<file path="config.mk">
export PLATFORM = sky130hd
export DESIGN_NAME = breath_ctrl
export DESIGN_NICKNAME = d
export VERILOG_FILES = /design/src/rtl/breath_pkg.sv /design/src/rtl/key_edge.sv /design/src/rtl/breath_ctrl.sv
export SDC_FILE = /design/constraint.sdc
export NUM_CORES = 1
export LEC_CHECK = 0
export ABC_CLOCK_PERIOD_IN_PS = 2000
export CAP_MARGIN = 20
export CORE_UTILIZATION = 49
export CTS_CLUSTER_SIZE = 16
export DETAILED_ROUTE_END_ITERATION = 12
export PLACE_DENSITY = 0.77
export SYNTH_ARGS = -nofsm -noshare
export SYNTH_HDL_FRONTEND = slang
export SYNTH_HIERARCHICAL = 1
export SYNTH_SLANG_ARGS = --single-unit
</file>
<file path="constraint.sdc">
create_clock -name clk -period 2 [get_ports clk]
set_clock_uncertainty 0.2 [all_clocks]
set_input_delay 0.3 -clock clk [delete_from_list [all_inputs] [get_ports clk]]
set_output_delay 0.3 -clock clk [all_outputs]
set_load 0.01 [all_outputs]
</file>
<file path="src/rtl/breath_pkg.sv">
// Shared types and defaults for the breathing-LED sequencer.
package breath_pkg;

   typedef enum logic [1:0] {
      PH_RISE    = 2'd0,
      PH_HOLD_HI = 2'd1,
      PH_FALL    = 2'd2,
      PH_HOLD_LO = 2'd3
   } phase_t;

   localparam int unsigned DUTY_W_DEF     = 4;
   localparam int unsigned SPEED_W_DEF    = 4;
   localparam int unsigned SPEED_INIT_DEF = 4;
   localparam int unsigned HOLD_STEPS_DEF = 2;

   // All-ones value of a w-bit field.
   function automatic int unsigned max_val(input int unsigned w);
      return (32'd1 << w) - 32'd1;
   endfunction

endpackage

</file>
<file path="src/rtl/key_edge.sv">
// Rising-edge detector for one debounced key level.
module key_edge (
   input  logic clk,
   input  logic rst,
   input  logic level,
   output logic pulse
);

   logic level_q;

   // Remember the previous level to spot low-to-high transitions.
   always_ff @(posedge clk or posedge rst) begin
      if (rst) level_q <= 1'b0;
      else     level_q <= level;
   end

   assign pulse = level & ~level_q;

endmodule

</file>
<file path="src/rtl/breath_ctrl.sv">
// Breathing-LED sequencer: key-driven speed, paced rise/hold/fall/hold
// duty envelope, duty updates presented only at PWM frame boundaries.
module breath_ctrl
   import breath_pkg::*;
#(
   parameter int unsigned DUTY_W     = DUTY_W_DEF,
   parameter int unsigned SPEED_W    = SPEED_W_DEF,
   parameter int unsigned SPEED_INIT = SPEED_INIT_DEF,
   parameter int unsigned HOLD_STEPS = HOLD_STEPS_DEF
) (
   input  logic               clk,
   input  logic               rst,
   input  logic               key_up,
   input  logic               key_down,
   output logic [DUTY_W-1:0]  duty,
   output logic               load,
   output logic [SPEED_W-1:0] speed,
   output logic [1:0]         phase
);

   localparam logic [DUTY_W-1:0]  DUTY_MAX  = DUTY_W'(max_val(DUTY_W));
   localparam logic [SPEED_W-1:0] SPEED_MAX = SPEED_W'(max_val(SPEED_W));
   localparam logic [SPEED_W-1:0] SPEED_MIN = SPEED_W'(1);
   localparam int unsigned        HOLD_W    = (HOLD_STEPS > 1) ? $clog2(HOLD_STEPS) : 1;
   localparam logic [HOLD_W-1:0]  HOLD_LAST = HOLD_W'(HOLD_STEPS - 1);

   logic [DUTY_W-1:0]  frm_cnt;
   logic [SPEED_W-1:0] pace_cnt;
   logic [SPEED_W-1:0] thr;
   logic [HOLD_W-1:0]  hold_cnt, hold_nxt;
   logic [DUTY_W-1:0]  duty_nxt;
   logic               frame_tick, step;
   logic               up_pulse, down_pulse;
   phase_t             state, state_nxt;

   key_edge u_up   (.clk(clk), .rst(rst), .level(key_up),   .pulse(up_pulse));
   key_edge u_down (.clk(clk), .rst(rst), .level(key_down), .pulse(down_pulse));

   assign frame_tick = (frm_cnt == DUTY_MAX);
   assign thr        = SPEED_MAX - speed;
   // >= rather than == so a speed increase below the current pace count never stalls
   assign step       = frame_tick && (pace_cnt >= thr);
   assign phase      = state;

   // Free-running frame counter; load marks the first cycle after each wrap.
   always_ff @(posedge clk or posedge rst) begin
      if (rst) begin
         frm_cnt <= '0;
         load    <= 1'b0;
      end else begin
         frm_cnt <= frm_cnt + DUTY_W'(1);
         load    <= frame_tick;
      end
   end

   // Speed setting: single key edges move it one notch, saturating at 1 and max.
   always_ff @(posedge clk or posedge rst) begin
      if (rst)
         speed <= SPEED_W'(SPEED_INIT);
      else if (up_pulse && !down_pulse && speed != SPEED_MAX)
         speed <= speed + SPEED_W'(1);
      else if (down_pulse && !up_pulse && speed != SPEED_MIN)
         speed <= speed - SPEED_W'(1);
   end

   // Frame pacing: count frames until the speed-derived threshold is reached.
   always_ff @(posedge clk or posedge rst) begin
      if (rst)
         pace_cnt <= '0;
      else if (frame_tick)
         pace_cnt <= step ? '0 : pace_cnt + SPEED_W'(1);
   end

   // Envelope state, duty and hold counter registers.
   always_ff @(posedge clk or posedge rst) begin
      if (rst) begin
         state    <= PH_RISE;
         duty     <= '0;
         hold_cnt <= '0;
      end else begin
         state    <= state_nxt;
         duty     <= duty_nxt;
         hold_cnt <= hold_nxt;
      end
   end

   // Envelope next-state: advances only on a step, which always ends a frame.
   always_comb begin
      state_nxt = state;
      duty_nxt  = duty;
      hold_nxt  = hold_cnt;
      if (step) begin
         case (state)
            PH_RISE: begin
               duty_nxt = duty + DUTY_W'(1);
               if (duty == DUTY_MAX - DUTY_W'(1)) begin
                  state_nxt = PH_HOLD_HI;
                  hold_nxt  = '0;
               end
            end
            PH_HOLD_HI: begin
               if (hold_cnt == HOLD_LAST) begin
                  state_nxt = PH_FALL;
                  hold_nxt  = '0;
               end else begin
                  hold_nxt = hold_cnt + HOLD_W'(1);
               end
            end
            PH_FALL: begin
               duty_nxt = duty - DUTY_W'(1);
               if (duty == DUTY_W'(1)) begin
                  state_nxt = PH_HOLD_LO;
                  hold_nxt  = '0;
               end
            end
            PH_HOLD_LO: begin
               if (hold_cnt == HOLD_LAST) begin
                  state_nxt = PH_RISE;
                  hold_nxt  = '0;
               end else begin
                  hold_nxt = hold_cnt + HOLD_W'(1);
               end
            end
         endcase
      end
   end

endmodule

</file>
# Word level (Yosys, flattened, before mapping)
# Index checks and enable logic that the tools add are counted.
classes:
  reduce_logical: 14
  bitwise_logic: 4
  order_cmp: 1
  n_addsub: 8
  muxes: 13
  n_eq_ne: 12
ops:
  columns: ["cell", "n"]
  rows:
  - ["4-bit by 1-bit adder with 4-bit output (second input constant)", 4]
  - ["4-bit two-way mux", 3]
  - ["4-bit equality test (second input constant)", 2]
  - ["2-bit two-way mux", 4]
  - ["2-bit inequality test (second input constant)", 4]
  - ["2-bit one-hot mux with 4 select lines", 1]
  - ["4-bit one-hot mux with 2 select lines", 1]
  - ["4-bit by 1-bit subtractor with 4-bit output (second input constant)", 2]
  - ["1-bit logical AND", 5]
  - ["5-bit AND reduction", 1]
  - ["2-bit equality test (second input constant)", 2]
  - ["4-bit by 1-bit equality test with 1-bit output (second input constant)", 1]
  - ["4-bit greater-or-equal comparator", 1]
  - ["4-bit by 1-bit inequality test with 1-bit output (second input constant)", 1]
  - ["4-bit inequality test (second input constant)", 1]
  - ["2-bit nonzero test", 2]
  - ["4-bit subtractor (first input constant)", 1]
  - ["1-bit two-way mux", 3]
  - ["1-bit one-hot mux with 3 select lines", 1]
  - ["3-bit AND reduction", 1]
  - ["1-bit bitwise AND", 2]
  - ["2-bit by 1-bit equality test with 1-bit output (second input constant)", 1]
  - ["1-bit logical NOT", 2]
  - ["2-bit logical NOT", 1]
  - ["other kinds (4)", 5]
totals:
  reg_bits: 22
  input_bits: 4
  out_inout_bits: 11
  word_cells: 61

# Logic depth before layout (Yosys ltp)
# Gate-level depths: netlist of the first run.
logic_depth:
  depth_word: 7
  mapped_depth: 7
  mapped_depth_nobuf: 7

# Cells and area by module
# The synthesis of the first run kept the hierarchy.
modules_own_cells:
  columns: ["mod", "instances", "cells_per_inst", "seq_area_each_um2", "area_per_inst_um2"]
  rows:
  - ["breath_ctrl", 1, 114, 501.7, 1186.1]
  - ["key_edge", 2, 3, 25.0, 42.5]

# Worst setup path before layout of the first run
# Ideal clock, no wire load.
synth_timing:
  path_type: "register to register"
  startpoint: "register speed[0]"
  endpoint: "register state[1] (netlist: phase[1])"
  setup_slack_ns: -0.131
  stages_incl_launch_ff: 7
  synth_period_minus_slack_ns: 2.131
  path_buffers: 0
  setup_time_ns: 0.125
  t_arrival_ns: 1.806
  required_time_ns: 1.675
  cell_sequence: "dfrtp_1 -> inv_1 -> ha_1 -> o21ai_0 -> a211oi_4 -> o221ai_2 -> mux2_4"
synth_between:
  elab_chain_len: 4
synth_lines:
  columns: ["item", "line", "source"]
  rows:
  - ["from (decl)", "breath_ctrl.sv:17", "output logic [SPEED_W-1:0] speed,"]
  - ["from (signal assigned)", "breath_ctrl.sv:59", "speed <= SPEED_W'(SPEED_INIT);"]
  - ["from (signal assigned)", "breath_ctrl.sv:61", "speed <= speed + SPEED_W'(1);"]
  - ["from (signal assigned)", "breath_ctrl.sv:63", "speed <= speed - SPEED_W'(1);"]
  - ["4-bit subtractor", "breath_ctrl.sv:40", "assign thr = SPEED_MAX - speed;"]
  - ["4-bit greater-or-equal comparator", "breath_ctrl.sv:42", "assign step = frame_tick && (pace_cnt >= thr);"]
  - ["1-bit logical AND", "breath_ctrl.sv:42", null]
  - ["5-bit AND reduction (no source line)", null, null]
  - ["to (signal assigned)", "breath_ctrl.sv:81", "state <= state_nxt;"]
  - ["to (decl)", "breath_ctrl.sv:34", "phase_t state, state_nxt;"]
# No other way between the ends.
# A chain may end at the register's enable or synchronous reset.

# Final worst setup path of the first run
layout_timing:
  startpoint: "register speed[2]"
  endpoint: "register hold_cnt"
layout_between:
  elab_chain_len: 4
layout_lines:
  columns: ["item", "line", "source"]
  rows:
  - ["4-bit subtractor", "breath_ctrl.sv:40", null]
  - ["4-bit greater-or-equal comparator", "breath_ctrl.sv:42", null]
  - ["1-bit logical AND", "breath_ctrl.sv:42", null]
  - ["3-bit AND reduction (no source line)", null, null]
  - ["to (signal assigned)", "breath_ctrl.sv:83", "hold_cnt <= hold_nxt;"]
  - ["to (decl)", "breath_ctrl.sv:30", "logic [HOLD_W-1:0] hold_cnt, hold_nxt;"]
# No other way between the ends.

==> metrics, run 1 <==
HPWL Detailed 1758 um; largest area contributor in the netlist dfrtp_1; Antenna Cells 0; total of max-cap violations 0; worst hold start key_up; most common cell after layout, fill and taps aside dfrtp_1; crit path capture type flop; CP Data Arrival Time 1.98 ns; Syn Std Cell Area 1271 um2; DRC 0; Final #Nets 177; Setup crit start kind flop; clock latency on the worst-skew pair 0.32 ns; most frequent cells in the layout dfrtp_1, ha_1, buf_4; antenna viol nets, final 0; Chip Width 52.94 um; fraction of registers with async set or reset after synthesis 100.0%; htree depth 1; outcome finished, final reports clean; RR Endpoint hold_cnt; Seq/Total Area, Yosys 43.41%; routed vias 975; CTS clk-pin slew, worst paths 0.12 ns; first-pass GRT wire length 3974 um; Starting Density 51.78%; final hold violations 0; Die Y 52.94 um; crit share post-route 98.32%; largest net degree at the start of global routing 21; Tot GR Track Use 20.23%; Yosys top cell area share 41.34%; CTS Buffer Depth 2; DR vias/cell 5.270; DR iter-0 viols 9; Critical Path RT 2.01 ns; cell count after synthesis 120; Leak Pwr 0.7982 nW; largest cells by area after synthesis dfrtp_1, ha_1, inv_1, xnor2_1, o21ai_0; CTS tree done; hold worst-path end u_up/level_q; clock tree sinks 22; Pre-Repair DR Iteration Count 4; drt wl/cell 12.51 um; Final Util 67.69%; Syn Nets 141; Worst Tran Pin Value 0.3479 ns; proportion of layout cells with a drive suffix above 1 21.94%; setup slack, reg-to-reg 0.03 ns; worst reg-to-reg path cell count 6; Yosys Warn Count 6; critical path class reg -> reg; ys flop type dfrtp_1; core footprint 2455 um2; TritonCTS Buffers 3; clock period minus worst slack 1.966 ns; EDFF count, synth 0; Max Freq 0.5085 GHz; Cell Rows 18; root buf cell clkbuf_4; Avg Inst Size Synth 10.59 um2; Hold Crit Class in -> reg; synth unique cells 32; Port Buf Inserts 14; FF+latch count, synth 22; RSZ-0062 raised after global routing true; IO Pins 15; GRT overflow 0; max-slew violation count 0; endpoints failing setup 0; pwr dens 1026 nW/um2; Hold Crit Depth 1; Worst Path Max Fanout 6; Syn-to-layout area delta 30.71%; antenna violations before repair 0; vias in the first global route 968; die area 2802 um2; Max-slew headroom 76.51%; Reg-to-Reg Start speed[2]; Final Routed Wirelength 2314 um; Max VDD drop 0.7860 mV; setup tns final 0 ns; Final Wtd Congestion 0.7572
cells by family (layout without fill, tap and decap cells):
kind of cell / Yosys count / in the layout / synth area share (%)
adders and majority gates: 17 / 17 / 16.73
AOI/OAI and AO/OA: 19 / 19 / 10.63
xor gates and xnor gates: 10 / 10 / 6.889
muxes: 3 / 3 / 2.854
and+or+nand+nor: 34 / 34 / 15.06
DFF: 22 / 22 / 43.41
buffers and inverters: 15 / 50 / 4.429
cells in the mapped netlist, drive strengths merged (2+ instances only):
master and number:
a21oi 4, nor2b 2, nor2 8, nand4 2, nand3 7, xor2 4
ha 17, dfrtp 21, nor3b 2, mux2 2, nand2 7, inv 15
xnor2 6, o21ai 8, a211oi 2
report_power, final:
part | internal (mW) | switching, mW
clock | 0.203 | 0.144
sequential | 0.534 | 0.0673
combinational | 0.380 | 0.377
layer usage:
layer / wire (um) / global-route usage, % / up-vias
met5: 0 / 0 / -
met4: 55 / 11.84 / 0
met3: 64 / 2.586 / 5
met2: 1180 / 36.50 / 18
met1: 1013 / 22.38 / 465
li1: - / - / 487
worst max-delay path, cell delays in order (launching register included):
cell and delay (ns):
dfstp_2 0.57, ha_4 0.13, nor3_2 0.04, buf_4 0.14, a211oi_4 0.29, o21ai_0 0.16, mux2_1 0.33
registers in the layout, indices dropped and copies added (netlist names):
register,flops
duty,4
frm_cnt,4
hold_cnt,1
load,1
pace_cnt,4
phase,2
speed,4
u_down/level_q,1
u_up/level_q,1
cell type report:
type | instances | area, um2
well taps | 30 | 37.54
fillers | 202 | 793.3
multi-input cells | 83 | 691.9
clock buffers | 3 | 22.52
repair buffers | 31 | 269.0
flip-flops and latches | 22 | 554.3
clock inverters | 1 | 30.03
inverters | 15 | 56.30
repair_timing:
action | CTS | global route
hold buffers | 1 | 0
resized for setup | 1 | 3
hold endpoints to repair | 2 | 0
pin swaps | 1 | 2
setup buffers | 0 | 1
setup endpoints to repair | 4 | 6
per-stage QoR:
step                instances  area [um2]  power (mW)  worst slack (ns)  hold WS (ns)
floorplan                 120        1291       1.029          -0.02802       -0.1713
global placement          179        1582       1.328           0.05310        0.2347
detailed placement        179        1582       1.360          -0.02545        0.2445
CTS                       184        1643       1.710          0.001244        0.2247
global route              185        1662       1.841          -0.03757        0.2221
finish                    185        1662       1.705           0.03355        0.2349
worst max path at each step:
| stage | start | to | slack, ns | cells after the start |
|---|---|---|---|---|
| 2_1_floorplan | speed[2] | phase[1] | -0.03 | 6 |
| 3_5_place_dp | pace_cnt[2] | phase[1] | -0.03 | 6 |
| 5_1_grt | speed[2] | phase[1] | -0.04 | 6 |
| 3_3_place_gp | pace_cnt[2] | phase[1] | 0.05 | 6 |
| 6_report | speed[2] | hold_cnt | 0.03 | 6 |
| 4_1_cts | pace_cnt[2] | phase[1] | 0.001 | 6 |
(Power assumes the default switching activity.)
==> inputs of run 2 (changes only) <==
- SLEW_MARGIN: default -> 20
==> results of run 2 <==
Same layout as run 1: the final DEF is identical, and so are final timing and power.
==> inputs of run 3 (changes only) <==
- ABC_CLOCK_PERIOD_IN_PS: 2000 -> 1600
- CTS_CLUSTER_DIAMETER: default -> 200
- clock period: 2 -> 1.6 ns (I/O delays scaled with it)
==> run 3 against run 2 <==
Against the previous run:
- the flow now finishes with violations (setup timing)
- sequential share of layout area is 7.2 points lower
- die area stayed put
- maximum frequency is 5.5% lower
- sequential power is 28% higher
- critical path depth is 1 lower
- global-route usage is 9.9 points higher
- worst hold slack worse by 0.040 ns
- flip-flop and latch count stayed put
- wire length is 92% higher
- first-iteration DRC count grew to 4.6 times the previous value
==> metrics, run 3 (synthesized netlist as in run 1, its figures left out) <==
Setup crit start kind flop; Setup WS post-layout -0.4816 ns (-0.5152 ns); IO Pins 15 (unchanged); Worst Tran Pin Value 0.4429 ns (+0.09507 ns); Layout Cells excl Fill 221 (+19%); Final #Nets 213 (+20%); crit path cell chain ha_1 > o21ai_4 > a211oi_4 > o21ai_0 > mux2_1; Port Buf Inserts 14 (unchanged); GRT overflow 0 (unchanged); pre-CTS setup slack -0.3992 ns (-0.3737 ns); Die Y 52.94 um (unchanged); CP Data Arrival Time 2.10 ns (+0.12 ns); failing checks setup timing; DR vias/cell 5.570 (+5.7%); Hold Crit Class in -> reg; crit share post-route 130.1% (+32 points); Crit path max-delay family compound AO/OA/AOI/OAI gates; Worst Path Buf+Inv 0 (-1); Final Util 86.29% (+19 points); clock tree sinks 22 (unchanged); clock latency on the worst-skew pair 0.32 ns (about the same); Final Routed Wirelength 4435 um (+92%); Antenna Cells 0 (unchanged); Syn-to-layout area delta 66.63%; Tot GR Track Use 30.13% (+9.9 points); vias in the first global route 1217 (+26%); CP max stage delay 0.46 ns (-0.11 ns); Pre-Repair DR Iteration Count 5 (+1); Hold WS 0.1950 ns (-0.03989 ns); Chip Width 52.94 um (unchanged); Max Freq 0.4804 GHz (-5.5%); CTS clk-pin slew, worst paths 0.14 ns (+0.02 ns); outcome finished, violations left; Cell Rows 18 (unchanged); CP max-delay cell dfrtp_2; crit path capture type flop; die area 2802 um2 (unchanged); first-pass GRT wire length 5802 um (+46%); CTS tree done; TritonCTS Buffers 3 (unchanged); pwr dens 1389 nW/um2 (+35%); Worst Path Max Fanout 4 (-2); antenna violations before repair 0 (unchanged); endpoints failing setup 16 (+16); antenna viol nets, final 0 (unchanged); Critical Path RT 1.62 ns (-0.39 ns); Max-slew headroom 70.20% (-6.3 points); Placed Cells 203 (+13%); most common cell after layout, fill and taps aside buf_4; root buf cell clkbuf_4; HPWL Detailed 2176 um (+24%); total of max-cap violations 0 (unchanged); clock period minus worst slack 2.082 ns (+0.1152 ns); DR iter-0 viols 41 (+32); RSZ-0062 raised after global routing true; drt wl/cell 20.07 um (+60%); Leak Pwr 1.032 nW (+29%); routed vias 1231 (+26%); final hold violations 0 (unchanged); Starting Density 51.78% (unchanged); core footprint 2455 um2 (unchanged); max-slew violation count 0 (unchanged); critical path class reg -> reg; Max VDD drop 1.454 mV (+85%); CTS Buffer Depth 2 (unchanged); Final Wtd Congestion 0.8466 (+12%); most frequent cells in the layout buf_4, dfrtp_1, inv_1, ha_1, buf_6; htree depth 1 (unchanged); proportion of layout cells with a drive suffix above 1 50.26% (+28 points); DRC 0 (unchanged); largest net degree at the start of global routing 21 (unchanged)
==> run 3: cell type report <==
type / count / area (um2)
Multi-Input combinational cell: 83 / 854.6
Timing Repair Buffer: 67 / 563.0
Sequential cell: 22 / 554.3
Fill cell: 114 / 336.6
Inverter: 15 / 56.30
Tap cell: 30 / 37.54
Clock inverter: 1 / 30.03
Clock buffer: 3 / 22.52
==> run 3: what timing repair did <==
| item | CTS | global route |
|---|---|---|
| hold buffers | 1 | 0 |
| setup endpoints to repair | 26 | 23 |
| endpoints found under the hold margin | 2 | 0 |
| resized for setup | 51 | 23 |
| gates cloned | 0 | 0 |
| pin swaps | 6 | 15 |
| buffers inserted | 10 | 8 |
==> run 3: final timing paths <==
| check | from | to | slack [ns] | cells past startpoint |
|---|---|---|---|---|
| setup / recovery | speed[1] | hold_cnt | -0.48 | 5 |
| hold / removal | key_up | u_up/level_q | 0.19 | 1 |
| setup reg to reg | speed[1] | hold_cnt | -0.48 | 5 |
| hold reg to reg | frm_cnt[3] | frm_cnt[3] | 0.32 | 1 |
| max in group asynchronous | rst | speed[2] | 0.26 | 4 |
| min in group asynchronous | rst | u_down/level_q | 0.46 | 3 |
==> run 3: per-layer routing <==
layer / vias up / track usage [%] / share of wire (%)
met5: - / 0 / 0
met2: 48 / 55.70 / 55
li1: 549 / - / -
met4: 0 / 17.54 / 5.8
met3: 27 / 4.023 / 3.9
met1: 607 / 32.12 / 36
==> run 3: stage by stage <==
stage | TNS (ns) | area [um2] | power [mW]
finish | -5.167 | 2118 | 2.941
floorplan | -2.373 | 1306 | 1.301
detailed placement | -3.800 | 1777 | 1.868
global placement | -2.580 | 1777 | 1.800
global route | -5.785 | 2118 | 3.043
CTS | -3.615 | 2019 | 2.558
==> run 3: where the power goes <==
part	internal, mW	switching (mW)
clock network	0.253	0.199
registers	0.670	0.0977
logic	0.855	0.867
total	1.78	1.16
